File: config.mk
export PLATFORM = sky130hd
export DESIGN_NAME = instr_decode_stage
export DESIGN_NICKNAME = d
export VERILOG_FILES = /design/src/rtl/instr_decode_stage.sv
export SDC_FILE = /design/constraint.sdc
export NUM_CORES = 1
export LEC_CHECK = 0
export BUFFER_PORTS_ARGS = -buffer_cell sky130_fd_sc_hd__buf_2
export CAP_MARGIN = 10
export CORE_AREA = 2 2 121 147
export DETAILED_ROUTE_END_ITERATION = 8
export DIE_AREA = 0 0 123 149
export PLACE_DENSITY = 0.76
export SYNTH_ARGS = -nofsm -noshare
export SYNTH_HDL_FRONTEND = slang
export SYNTH_SLANG_ARGS = --single-unit
export TNS_END_PERCENT = 50
File: constraint.sdc
create_clock -name clk -period 6.7 [get_ports clk]
set_input_delay 0.67 -clock clk [delete_from_list [all_inputs] [get_ports clk]]
set_output_delay 0.67 -clock clk [all_outputs]
set_load 0.03 [all_outputs]
File: src/rtl/instr_decode_stage.sv
// instr_decode_stage
//   Registered RV32I/RV64I decode stage between fetch and register-read.
//   The instruction is decoded combinationally on entry and captured in a
//   main output register; a second (skid) register absorbs one extra entry so
//   in_ready can be a flop yet throughput stays at one instruction per cycle.
//   Order is strictly FIFO. flush drops both held entries.
//
// Ports
//   clk, rst_n        rising-edge clock, asynchronous active-low reset
//   flush             synchronous kill of all held entries (wins over all)
//   in_valid/in_ready upstream handshake; in_ready is registered (!skid_full)
//   in_instr, in_pc   fetched instruction word and its PC
//   out_valid/out_ready downstream handshake
//   out_opcode..out_func7  raw instruction fields
//   out_imm           sign-extended immediate for the decoded format
//   out_fmt           R=0 I=1 S=2 B=3 U=4 J=5 NONE=7
//   out_illegal       instruction not decodable (still delivered)
//   out_pc            PC carried through
module instr_decode_stage #(
  parameter int XLEN     = 32,
  parameter bit ENABLE_M = 1'b0
) (
  input  logic            clk,
  input  logic            rst_n,
  input  logic            flush,
  input  logic            in_valid,
  output logic            in_ready,
  input  logic [31:0]     in_instr,
  input  logic [XLEN-1:0] in_pc,
  output logic            out_valid,
  input  logic            out_ready,
  output logic [6:0]      out_opcode,
  output logic [4:0]      out_rd,
  output logic [2:0]      out_func3,
  output logic [4:0]      out_rs1,
  output logic [4:0]      out_rs2,
  output logic [6:0]      out_func7,
  output logic [XLEN-1:0] out_imm,
  output logic [2:0]      out_fmt,
  output logic            out_illegal,
  output logic [XLEN-1:0] out_pc
);

  localparam logic [2:0] FMT_R    = 3'd0;
  localparam logic [2:0] FMT_I    = 3'd1;
  localparam logic [2:0] FMT_S    = 3'd2;
  localparam logic [2:0] FMT_B    = 3'd3;
  localparam logic [2:0] FMT_U    = 3'd4;
  localparam logic [2:0] FMT_J    = 3'd5;
  localparam logic [2:0] FMT_NONE = 3'd7;

  typedef struct packed {
    logic [31:0]     instr;
    logic [XLEN-1:0] imm;
    logic [2:0]      fmt;
    logic            illegal;
    logic [XLEN-1:0] pc;
  } entry_t;

  localparam entry_t ENTRY_RST = '{instr: '0, imm: '0, fmt: FMT_NONE,
                                   illegal: 1'b0, pc: '0};

  function automatic logic [2:0] decode_fmt(input logic [6:0] op);
    case (op)
      7'b0110011:                       decode_fmt = FMT_R;
      7'b0010011, 7'b0000011, 7'b1100111,
      7'b1110011, 7'b0001111:           decode_fmt = FMT_I;
      7'b0100011:                       decode_fmt = FMT_S;
      7'b1100011:                       decode_fmt = FMT_B;
      7'b0110111, 7'b0010111:           decode_fmt = FMT_U;
      7'b1101111:                       decode_fmt = FMT_J;
      default:                          decode_fmt = FMT_NONE;
    endcase
  endfunction

  // All immediates are formed as 32-bit signed values, then widened so
  // bit 31 is replicated up to XLEN.
  function automatic logic [XLEN-1:0] decode_imm(input logic [31:0] w,
                                                 input logic [2:0]  fmt);
    logic signed [31:0] imm32;
    case (fmt)
      FMT_I:   imm32 = {{20{w[31]}}, w[31:20]};
      FMT_S:   imm32 = {{20{w[31]}}, w[31:25], w[11:7]};
      FMT_B:   imm32 = {{19{w[31]}}, w[31], w[7], w[30:25], w[11:8], 1'b0};
      FMT_U:   imm32 = {w[31:12], 12'b0};
      FMT_J:   imm32 = {{11{w[31]}}, w[31], w[19:12], w[20], w[30:21], 1'b0};
      default: imm32 = '0;
    endcase
    decode_imm = XLEN'(imm32);
  endfunction

  function automatic logic decode_illegal(input logic [31:0] w,
                                          input logic [2:0]  fmt);
    logic ill;
    ill = (w[1:0] != 2'b11) || (fmt == FMT_NONE);
    if (fmt == FMT_R) begin
      case (w[31:25])
        7'b0000000: ;
        7'b0100000: if (!(w[14:12] == 3'b000 || w[14:12] == 3'b101)) ill = 1'b1;
        7'b0000001: if (!ENABLE_M) ill = 1'b1;
        default:    ill = 1'b1;
      endcase
    end
    decode_illegal = ill;
  endfunction

  // ---- stage p0: combinational decode of the incoming word ----
  entry_t dec_p0;

  always_comb begin
    dec_p0.instr   = in_instr;
    dec_p0.fmt     = decode_fmt(in_instr[6:0]);
    dec_p0.imm     = decode_imm(in_instr, dec_p0.fmt);
    dec_p0.illegal = decode_illegal(in_instr, dec_p0.fmt);
    dec_p0.pc      = in_pc;
  end

  // ---- stage p1: main output register plus skid register ----
  entry_t main_p1;
  entry_t skid_p1;
  logic   vld_p1;
  logic   skid_vld_p1;
  logic   rdy_q;
  logic   vld_nxt;
  logic   skid_vld_nxt;
  logic   load_main_skid;
  logic   load_main_in;
  logic   load_skid;
  logic   in_xfer;
  logic   main_free;

  assign in_xfer   = in_valid & rdy_q;
  // Main can take a new entry if it is empty or being drained this cycle.
  assign main_free = ~vld_p1 | out_ready;

  always_comb begin
    vld_nxt        = vld_p1;
    skid_vld_nxt   = skid_vld_p1;
    load_main_skid = 1'b0;
    load_main_in   = 1'b0;
    load_skid      = 1'b0;
    if (flush) begin
      vld_nxt      = 1'b0;
      skid_vld_nxt = 1'b0;
    end else if (main_free) begin
      if (skid_vld_p1) begin
        // Older skid entry moves up first; a new input refills the skid.
        load_main_skid = 1'b1;
        vld_nxt        = 1'b1;
        load_skid      = in_xfer;
        skid_vld_nxt   = in_xfer;
      end else begin
        load_main_in = in_xfer;
        vld_nxt      = in_xfer;
      end
    end else if (in_xfer) begin
      load_skid    = 1'b1;
      skid_vld_nxt = 1'b1;
    end
  end

  always_ff @(posedge clk or negedge rst_n) begin
    if (!rst_n) begin
      vld_p1      <= 1'b0;
      skid_vld_p1 <= 1'b0;
      rdy_q       <= 1'b1;
    end else begin
      vld_p1      <= vld_nxt;
      skid_vld_p1 <= skid_vld_nxt;
      rdy_q       <= ~skid_vld_nxt;
    end
  end

  // Main data is reset so the outputs read as zero / NONE out of reset.
  always_ff @(posedge clk or negedge rst_n) begin
    if (!rst_n) begin
      main_p1 <= ENTRY_RST;
    end else if (load_main_skid) begin
      main_p1 <= skid_p1;
    end else if (load_main_in) begin
      main_p1 <= dec_p0;
    end
  end

  always_ff @(posedge clk) begin
    if (load_skid) begin
      skid_p1 <= dec_p0;
    end
  end

  assign in_ready    = rdy_q;
  assign out_valid   = vld_p1;
  assign out_opcode  = main_p1.instr[6:0];
  assign out_rd      = main_p1.instr[11:7];
  assign out_func3   = main_p1.instr[14:12];
  assign out_rs1     = main_p1.instr[19:15];
  assign out_rs2     = main_p1.instr[24:20];
  assign out_func7   = main_p1.instr[31:25];
  assign out_imm     = main_p1.imm;
  assign out_fmt     = main_p1.fmt;
  assign out_illegal = main_p1.illegal;
  assign out_pc      = main_p1.pc;

endmodule

==> impl_metrics.env <==
export IMPL_ant_nets=0
export IMPL_finish_utilization_pct=59.3
export IMPL_worst_skew_pair_late_latency_ns=0.49
export IMPL_num_nets_final=926
export IMPL_die_area_um2=18300
export IMPL_cts_root_buf="sky130_fd_sc_hd__clkbuf_16"
export IMPL_die_w_um=123
export IMPL_max_vdd_ir_drop_uv=235
export IMPL_synth_area_top_cells="sky130_fd_sc_hd__edfxtp_1 (35%), sky130_fd_sc_hd__dfrtp_1 (29%), sky130_fd_sc_hd__mux2i_1 (8.0%)"
export IMPL_cts_sink_count=203
export IMPL_yosysWarnings=0
export IMPL_post_cts_repair_setup_buffers=0
export IMPL_fmax_ghz=0.337
export IMPL_tritoncts_num_buffers=21
export IMPL_status="finished, final reports clean"
export IMPL_critPathLaunchType="flop"
export IMPL_drc=0
export IMPL_mappedNetlistNets=771
export IMPL_count_of_hold_fix_buffers_inserted_at_cts=0
export IMPL_number_of_enable_flip_flop_cells_after_synthesis=100
export IMPL_timing_slew_headroom_pct=22.9
export IMPL_asyncSetResetFlopFracSynth_pct=50.7
export IMPL_crit_required_ns=7.12
export IMPL_ctsHtreeMaxLevel=1
export IMPL_setup_total_negative_slack_ns=0
export IMPL_postCtsResizedCells=0
export IMPL_syn_mean_instance_area_um2=12.1
export IMPL_globalplace_congestion=0.885
export IMPL_design_core_area_um2=17100
export IMPL_largest_net_degree_at_the_start_of_global_routing=86
export IMPL_antenna_violations_before_repair=1
export IMPL_power_frac_clock_pct=35.1
export IMPL_start_util_pct=49.5
export IMPL_report_final_hold_viol_count=0
export IMPL_io_port_bufs=170
export IMPL_cp_data_arrival_time_ns=3.39
export IMPL_hold_class="primary input to asynchronous set/reset pin"
export IMPL_critPathCaptureType="flop"
export IMPL_ys_seq_area_share_pct=66.0
export IMPL_grt_first_pass_wirelength_um=31100
export IMPL_fp_row_count=53
export IMPL_power_sequential_fraction_pct=46.8
export IMPL_share_of_the_synthesized_area_in_the_top_cell_type_pct=35.5
export IMPL_total_leakage_power_nw=4.19
export IMPL_drt_iter0_markers=449
export IMPL_ys_seq_elements=203
export IMPL_max_clock_path_buffers=3
export IMPL_timing_critical_path_fanout_max=85
export IMPL_tritoncts_clock_tree="done"
export IMPL_layout_commonest_cell="sky130_fd_sc_hd__buf_2"
export IMPL_cap_viol_max_count=0
export IMPL_mappedNetlistArea_um2=8460
export IMPL_p_per_area_nw_per_um2=315
export IMPL_global_route_usage_total_pct=21.5
export IMPL_routed_via_density=5.46
export IMPL_ys_dominant_reg_cell="sky130_fd_sc_hd__edfxtp_1"
export IMPL_place_detailed_hpwl_um=12600
export IMPL_power_switching_share_pct=29.2
export IMPL_layout_common_cells="sky130_fd_sc_hd__buf_2 (169), sky130_fd_sc_hd__nand2_1 (126), sky130_fd_sc_hd__edfxtp_1 (100), sky130_fd_sc_hd__dfrtp_1 (99), sky130_fd_sc_hd__o21ai_0 (72)"
export IMPL_max_slew_worst_pin_slew_ns=1.16
export IMPL_finClkSkew_ns=0.0110
export IMPL_share_comb_of_total_power_pct=18.2
export IMPL_yosysTopAreaCell="sky130_fd_sc_hd__edfxtp_1"
export IMPL_chipHeight_um=149
export IMPL_global_route_overflow_total=0
export IMPL_route_vias_total=5967
export IMPL_post_route_cells_drive_above_1_share_pct=27.3
export IMPL_clock_period_minus_worst_slack_ns=2.97
export IMPL_final_min_period_over_clock_period_pct=44.3
export IMPL_internal_power_mw=2.26
export IMPL_setup_viol=0
export IMPL_first_pass_iters=4
export IMPL_timing_setup_critical_path_class="flop to flop"
export IMPL_worst_setup_hold_path_clk_slew_ns=0.06
export IMPL_slew_violations=0
export IMPL_unrepaired_setup_endpoints_after_global_routing="false"
export IMPL_num_io_pins=171
export IMPL_first_global_vias=5851
export IMPL_detail_route_wirelength_um=19600
export IMPL_reg2reg_setup_slack_ns=3.73
export IMPL_library_cells_used_by_synthesis=50
export IMPL_layout_area_overhead_vs_synth_pct=20.0
export IMPL_avgRoutedWirePerCell_um=18.0
export IMPL_postSynthCellCount=702
export IMPL_fillers=1432
export IMPL_power_switching_uw=935
-- registers in the layout, summed over array words and instances, names as in the netlist, 5 cells and up --
name        flops
out_rs2         5
out_opcode      7
out_pc         32
out_rd          5
out_rs1         5
out_func7       7
skid_p1       100
out_imm        32
-- cell families (layout without fill, tap and decap cells) --
kind of cell,after synthesis,count (layout),synth area share (%)
AO/OA/AOI/OAI,139,139,10.6
AND/OR/NAND/NOR,240,240,12.5
XOR/XNOR,2,2,0.207
multiplexers,68,68,8.04
flip-flops,203,203,66.0
buffers and inverters,50,219,2.59
other,0,1,0
-- worst paths after layout --
kind,depth (start not counted),to,start
min reg2reg,2,out_opcode[1],out_opcode[1]
max reg2reg,5,out_imm[11],out_valid
min,1,out_pc[9],rst_n
max in group asynchronous,2,out_opcode[0],rst_n
max,5,out_imm[11],out_valid
min in group clk,1,skid_p1[7],in_pc[7]
-- layout make-up --
type                       instances  area, um2  share of cell area, %
antenna                            1       2.50                 0.0246
clock buffer                      34        614                   6.05
clock inverter                     3       46.3                  0.456
inverter                           4       15.0                  0.148
multi-input combinational        449       2690                   26.5
sequential                       203       5590                   55.0
tap                              220        275                   2.71
timing repair buffer             178        926                   9.12
-- synth_stat cells (2+ instances only) --
| master | n |
|---|---|
| sky130_fd_sc_hd__a21oi_2 | 2 |
| sky130_fd_sc_hd__buf_6 | 3 |
| sky130_fd_sc_hd__or2_2 | 4 |
| sky130_fd_sc_hd__a211oi_2 | 10 |
| sky130_fd_sc_hd__nor3_1 | 35 |
| sky130_fd_sc_hd__or3_1 | 2 |
| sky130_fd_sc_hd__o21ai_0 | 72 |
| sky130_fd_sc_hd__buf_2 | 7 |
| sky130_fd_sc_hd__o21ba_2 | 2 |
| sky130_fd_sc_hd__and2_1 | 8 |
| sky130_fd_sc_hd__nand3_1 | 10 |
| sky130_fd_sc_hd__dfstp_2 | 4 |
| sky130_fd_sc_hd__clkbuf_1 | 32 |
| sky130_fd_sc_hd__o22ai_1 | 2 |
| sky130_fd_sc_hd__a21o_1 | 8 |
| sky130_fd_sc_hd__nor2b_1 | 7 |
| sky130_fd_sc_hd__edfxtp_1 | 100 |
| sky130_fd_sc_hd__a31oi_1 | 2 |
| sky130_fd_sc_hd__o21a_1 | 3 |
| sky130_fd_sc_hd__a211oi_1 | 9 |
| sky130_fd_sc_hd__nor2_1 | 36 |
| sky130_fd_sc_hd__nand2b_1 | 2 |
| sky130_fd_sc_hd__nor4_1 | 2 |
| sky130_fd_sc_hd__buf_1 | 4 |
| sky130_fd_sc_hd__o21bai_1 | 3 |
| sky130_fd_sc_hd__nand2_1 | 126 |
| sky130_fd_sc_hd__o211ai_1 | 3 |
| sky130_fd_sc_hd__inv_1 | 4 |
| sky130_fd_sc_hd__dfrtp_1 | 99 |
| sky130_fd_sc_hd__a21oi_1 | 13 |
| sky130_fd_sc_hd__mux2i_1 | 68 |
| sky130_fd_sc_hd__or4_1 | 2 |
-- routing by layer --
metal	vias up	global-route usage [%]	routed length, um	part of all wire [%]
li1	2821	-	-	-
met1	2896	28.6	8110	41
met2	217	35.1	9740	50
met3	33	4.55	1330	6.8
met4	0	7.33	446	2.3
met5	-	0	0	0
-- power groups by stage --
stage | Combinational (mW) | Sequential, mW | Clock (mW)
3_3_place_gp | 0.574 | 1.52 | 0
5_1_grt | 0.630 | 1.51 | 1.20
3_5_place_dp | 0.587 | 1.52 | 0
4_1_cts | 0.588 | 1.49 | 1.15
6_report | 0.581 | 1.49 | 1.12
2_1_floorplan | 0.162 | 1.73 | 0
-- worst max-delay path: stages, from the launching register on --
cell and delay, ns:
sky130_fd_sc_hd__dfrtp_1 0.34, sky130_fd_sc_hd__nor2b_1 0.63, sky130_fd_sc_hd__or3_4 0.82, sky130_fd_sc_hd__buf_4 0.70, sky130_fd_sc_hd__a22o_1 0.26, sky130_fd_sc_hd__a31o_1 0.10
-- stage by stage --
stage / area, um2 / hold slack [ns] / setup slack (ns) / instances / total power [mW]
6_report: 10200 / 0.152 / 3.73 / 1092 / 3.20
5_1_grt: 10200 / 0.172 / 3.53 / 1092 / 3.34
4_1_cts: 10200 / 0.155 / 3.75 / 1091 / 3.23
3_5_place_dp: 9490 / 0.465 / 3.35 / 1054 / 2.10
3_3_place_gp: 9490 / 0.455 / 3.36 / 1054 / 2.09
2_1_floorplan: 8460 / 0.374 / 0.852 / 702 / 1.89
(Power assumes the default switching activity.)
